[src/rtl/serial_subtractor_pkg.sv]
// Shared definitions for the bit-serial subtractor: controller state
// encoding and the default operand width.
package serial_subtractor_pkg;

    localparam int DEFAULT_WIDTH = 4;

    typedef enum logic [1:0] {
        IDLE  = 2'd0,
        SHIFT = 2'd1,
        DONE  = 2'd2
    } state_t;

endpackage

[src/rtl/full_subtractor.sv]
// One-bit full subtractor cell: d = x - y - bi, bo = borrow out.
module full_subtractor (
    input  logic x,
    input  logic y,
    input  logic bi,
    output logic d,
    output logic bo
);

    // Pure combinational difference and borrow generation.
    always_comb begin
        d  = x ^ y ^ bi;
        bo = (~x & y) | (~(x ^ y) & bi);
    end

endmodule

[src/rtl/serial_subtractor.sv]
// Bit-serial subtractor: diff = a - b - bin (mod 2^WIDTH), one bit per
// clock, LSB first, through a single reused full_subtractor cell.
// Optional result flags (zero, ovf) are built when SERIAL_SUB_FLAGS_EN
// is defined.
module serial_subtractor
    import serial_subtractor_pkg::*;
#(
    parameter int WIDTH = DEFAULT_WIDTH
) (
    input  logic             clk,
    input  logic             rst,
    input  logic             start,
    input  logic [WIDTH-1:0] a,
    input  logic [WIDTH-1:0] b,
    input  logic             bin,
    output logic             busy,
    output logic             done,
    output logic [WIDTH-1:0] diff,
    output logic             bout
`ifdef SERIAL_SUB_FLAGS_EN
    ,
    output logic             zero,
    output logic             ovf
`endif
);

    localparam int CNT_W = $clog2(WIDTH + 1);

    state_t           state_reg;
    state_t           state_next;
    logic [CNT_W-1:0] cnt_reg;
    logic [WIDTH-1:0] a_sh_reg;
    logic [WIDTH-1:0] b_sh_reg;
    logic [WIDTH-1:0] diff_sh_reg;
    logic             borrow_reg;
    logic             capture;
    logic             shift_en;
    logic             last_bit;
    logic             cell_d;
    logic             cell_bo;

    // The cell always sees the current LSBs of the shifting operands.
    full_subtractor u_cell (
        .x  (a_sh_reg[0]),
        .y  (b_sh_reg[0]),
        .bi (borrow_reg),
        .d  (cell_d),
        .bo (cell_bo)
    );

    assign last_bit = (cnt_reg == CNT_W'(WIDTH - 1));

    // Controller state register.
    always_ff @(posedge clk or posedge rst) begin
        if (rst) begin
            state_reg <= IDLE;
        end else begin
            state_reg <= state_next;
        end
    end

    // Next-state logic and per-state control strobes.
    always_comb begin
        state_next = state_reg;
        capture    = 1'b0;
        shift_en   = 1'b0;
        busy       = 1'b0;
        case (state_reg)
            IDLE: begin
                if (start) begin
                    capture    = 1'b1;
                    state_next = SHIFT;
                end
            end
            SHIFT: begin
                busy     = 1'b1;
                shift_en = 1'b1;
                if (last_bit) begin
                    state_next = DONE;
                end
            end
            DONE: begin
                state_next = IDLE;
            end
            default: begin
                state_next = IDLE;
            end
        endcase
    end

    // Working registers: operands shift right, result bits enter at the MSB
    // so that after WIDTH shifts the LSB-first result sits in place.
    always_ff @(posedge clk or posedge rst) begin
        if (rst) begin
            a_sh_reg    <= '0;
            b_sh_reg    <= '0;
            diff_sh_reg <= '0;
            borrow_reg  <= 1'b0;
            cnt_reg     <= '0;
        end else if (capture) begin
            a_sh_reg    <= a;
            b_sh_reg    <= b;
            borrow_reg  <= bin;
            cnt_reg     <= '0;
        end else if (shift_en) begin
            a_sh_reg    <= a_sh_reg >> 1;
            b_sh_reg    <= b_sh_reg >> 1;
            diff_sh_reg <= {cell_d, diff_sh_reg[WIDTH-1:1]};
            borrow_reg  <= cell_bo;
            cnt_reg     <= cnt_reg + CNT_W'(1);
        end
    end

    // Result registers change only on completion; done is a one-cycle pulse.
    always_ff @(posedge clk or posedge rst) begin
        if (rst) begin
            done <= 1'b0;
            diff <= '0;
            bout <= 1'b0;
        end else begin
            done <= (state_reg == DONE);
            if (state_reg == DONE) begin
                diff <= diff_sh_reg;
                bout <= borrow_reg;
            end
        end
    end

`ifdef SERIAL_SUB_FLAGS_EN
    logic a_msb_reg;
    logic b_msb_reg;

    // Operand sign bits are kept because the shifters consume the operands.
    always_ff @(posedge clk or posedge rst) begin
        if (rst) begin
            a_msb_reg <= 1'b0;
            b_msb_reg <= 1'b0;
        end else if (capture) begin
            a_msb_reg <= a[WIDTH-1];
            b_msb_reg <= b[WIDTH-1];
        end
    end

    // Flags are registered alongside diff so they describe the same result.
    always_ff @(posedge clk or posedge rst) begin
        if (rst) begin
            zero <= 1'b0;
            ovf  <= 1'b0;
        end else if (state_reg == DONE) begin
            zero <= (diff_sh_reg == '0);
            ovf  <= (a_msb_reg ^ b_msb_reg) & (diff_sh_reg[WIDTH-1] ^ a_msb_reg);
        end
    end
`endif

endmodule

[config.mk]
export PLATFORM = sky130hd
export DESIGN_NAME = serial_subtractor
export DESIGN_NICKNAME = d
export VERILOG_FILES = /design/src/rtl/serial_subtractor_pkg.sv /design/src/rtl/full_subtractor.sv /design/src/rtl/serial_subtractor.sv
export SDC_FILE = /design/constraint.sdc
export NUM_CORES = 1
export LEC_CHECK = 0
export BUFFER_PORTS_ARGS = -buffer_cell sky130_fd_sc_hd__buf_4
export CORE_ASPECT_RATIO = 0.7
export CORE_MARGIN = 4
export CORE_UTILIZATION = 25
export CTS_CLUSTER_SIZE = 28
export DETAILED_ROUTE_END_ITERATION = 12
export MAX_ROUTING_LAYER = met4
export PLACE_DENSITY_LB_ADDON = 0.3
export SLEW_MARGIN = 10
export SYNTH_ARGS = -nofsm -noshare
export SYNTH_HDL_FRONTEND = slang
export SYNTH_HIERARCHICAL = 1
export SYNTH_SLANG_ARGS = --single-unit
[constraint.sdc]
create_clock -name clk -period 2.6 [get_ports clk]
set_input_delay 0.26 -clock clk [delete_from_list [all_inputs] [get_ports clk]]
set_output_delay 0.26 -clock clk [all_outputs]
set_load 0.02 [all_outputs]
==> impl_metrics.toml <==
[synthesis]
ys_top_cells_by_area = "dfrtp_1 (55%), mux2_2 (9.2%), nor4b_1 (4.0%)"
yosys_most_used_dff = "dfrtp_1"
yosysSeqAreaShare = 0.5461
yosys_warnings = 6
yosys.area_share.simple = 0.1411
syn_avg_cell_area_um2 = 12.94
synth_fa_ha_area_frac = 0.04096
syn_area_mm2 = 0.001100
yosys-top-cells-count = "dfrtp_1 (24), inv_1 (10), mux2_2 (9)"
yosysTopAreaCell = "dfrtp_1"
synth_seq_cells = 24
ys_types = 29
yosysMostFrequentCell = "dfrtp_1"
async_reset_ff_frac = 1.000
synth_top_family_by_area = "simple AND/OR/NAND/NOR gates"
synthesis.nets = 100
synthCells = 85
synth-edff-count = 0
synth_xor_area_frac = 0
synth.mux.area_fraction = 0.1013
synth_top_area_frac = 0.5461
synth-compound-area-share = 0.1058

[sta]
fin_ws_ns = 0.8498
rsz0062_at_grt = "no"
period_needed_ns = 1.750
hold_ws_ns = 0.1905
final.setup.tns_ns = 0
fmax_ghz = 0.5714
worst_pin_slew_ns = 0.9244
setup_viol = 0
hold_viol_final = 0
clock_skew_ns = 0.01009
fin_crit_sh = 0.6732
relSlewSlack = 0.3831
slew_viol_final = 0

[grt]
grt_start_max_net_pins = 25
grt_pass1_wl_mm = 3.670
grt.met3_usage = 0.03125
antenna_found_initial = 0
overflow = 0
grtUsageMet2 = 0.1090
grt_most_used_layer = "met1"
met1_usage = 0.1285
track_usage = 0.08678
first_global_vias = 687

[die]
rows = 19
pin_count = 19
coreArea_mm2 = 0.004089
die_height_um = 63.50
start_util = 0.2690
dieArea_mm2 = 0.005542
die_width_um = 87.28

[layout]
nFillCells = 422
nNetsFinal = 118
drive_above_1_share = 0.3627
area_growth_pct = 20.48
antenna_cells = 0

[cts]
cts_sinks = 24
clock_tree.root_cell = "clkbuf_8"
cts_buffers = 3
htreeDepth = 1
cts_tree = "done"
clock_latency_ns = 0.27
cts_buffer_depth = 2
ctsResizeCount = 0
clk_pin_slew_ns = 0.09
hold_buffers = 0
cts_setup_buffers = 0

[routing]
ant_nets = 0
drt-initial-drc-count = 15
drt_wl_total_mm = 2.139
vias_per_cell = 4.513
drc = 0
vias = 695
wl_per_cell_um = 13.89
first_pass_iters = 4

[min_path]
hold_path.class = "in2async"

[power]
switching_share = 0.3528
power.density_mw_per_mm2 = 1180
combPwrFrac = 0.396
switchingPower_uw = 551.6
ir_worst_vdd_mv = 0.3712
p_seq_frac = 0.442
clkPwrFrac = 0.162
leakage_nw = 0.6160
p_int_mw = 1.012

[setup_path]
worst-endpoint-arrival_ns = 1.49
r2r-start = "state_reg[1]$_DFFE_PP0P_"
crit_chain = "nand2b_4 > inv_2 > buf_4"
r2r_slack_ns = 0.95
cp-endpoint = "busy"
worst_path_max_delay_cell = "dfrtp_1"
cp_num_cells = 3
crit_required_ns = 2.34
critPathTopFamily = "flip-flops"
slowest_delay_ns = 0.67
startpoint = "state_reg[1]$_DFFE_PP0P_"
critPathBufInv = 2
crit_path_max_fanout = 18
setup.worst_path.end_class = "output port"
crit_type = "reg2out"
crit_path_start_kind = "flip-flop"
reg2regPathDepth = 2
r2r-end = "diff[0]$_DFFE_PP0P_"

[placed_design]
numPortBuffers = 18
gp_congestion = 0.7347
hpwlAfterDp_mm = 1.550
dp_worst_setup_slack_ns = 0.9481

[run_status]
outcome = "finished clean"

[run]
drv_cap = 0
-- power groups by stage --
stage | sequential [mW] | clock (mW) | combinational, mW
after floorplan | 0.676 | 0 | 0.471
after global placement | 0.694 | 0 | 0.619
after detailed placement | 0.702 | 0 | 0.628
after CTS | 0.694 | 0.264 | 0.629
after global routing | 0.721 | 0.273 | 0.692
final | 0.691 | 0.254 | 0.619
-- cell usage in the layout, fill, tap and decap left out, drive strengths merged, types with 3 or more instances in the layout --
master,n
nor4b,5
clkbuf,4
buf,18
nor3b,4
nand2b,3
mux2,9
dfrtp,24
inv,11
a211oi,3
-- routing by layer --
metal  vias up  share of wire
li1        337              -
met1       347           0.52
met2         9           0.44
met3         2          0.026
met4         0         0.0056
met5         -              0
-- layout make-up --
| type | instances | area, µm² | area share |
|---|---|---|---|
| multi-input combinational | 45 | 427.9 | 0.3229 |
| inverter | 11 | 41.29 | 0.03116 |
| timing repair buffer | 18 | 135.1 | 0.1020 |
| sequential | 24 | 600.6 | 0.4533 |
| tap | 52 | 65.06 | 0.04910 |
| clock buffer | 4 | 55.05 | 0.04155 |
-- kinds of logic (layout without fill, tap and decap cells) --
family / after synthesis / after routing
compound gates: 14 / 14
fa+ha+maj: 3 / 3
buf+inv: 16 / 33
flops: 24 / 24
mux: 10 / 10
simple gates: 18 / 18
-- per-stage QoR --
stage          utilization  area, µm²  cells  power, mW
2_1_floorplan            -       1100     85      1.146
3_3_place_gp        0.3106       1270    150      1.314
3_5_place_dp        0.3106       1270    150      1.330
4_1_cts             0.3241       1325    154      1.587
5_1_grt             0.3241       1325    154      1.686
6_report            0.3241       1325    154      1.563
-- worst min-delay path by stage --
stage / from / endpoint / slack [ns] / cells past startpoint
floorplan: rst / a_sh_reg[0]$_DFFE_PP0P_ / 0.27 / 1
global placement: a_sh_reg[3]$_DFFE_PP0P_ / a_sh_reg[3]$_DFFE_PP0P_ / 0.47 / 1
detailed placement: a_sh_reg[3]$_DFFE_PP0P_ / a_sh_reg[3]$_DFFE_PP0P_ / 0.47 / 1
CTS: rst / diff_sh_reg[2]$_DFFE_PP0P_ / 0.23 / 2
global route: rst / done$_DFF_PP0_ / 0.29 / 2
finish: rst / done$_DFF_PP0_ / 0.19 / 2
(Power assumes the default switching activity.)
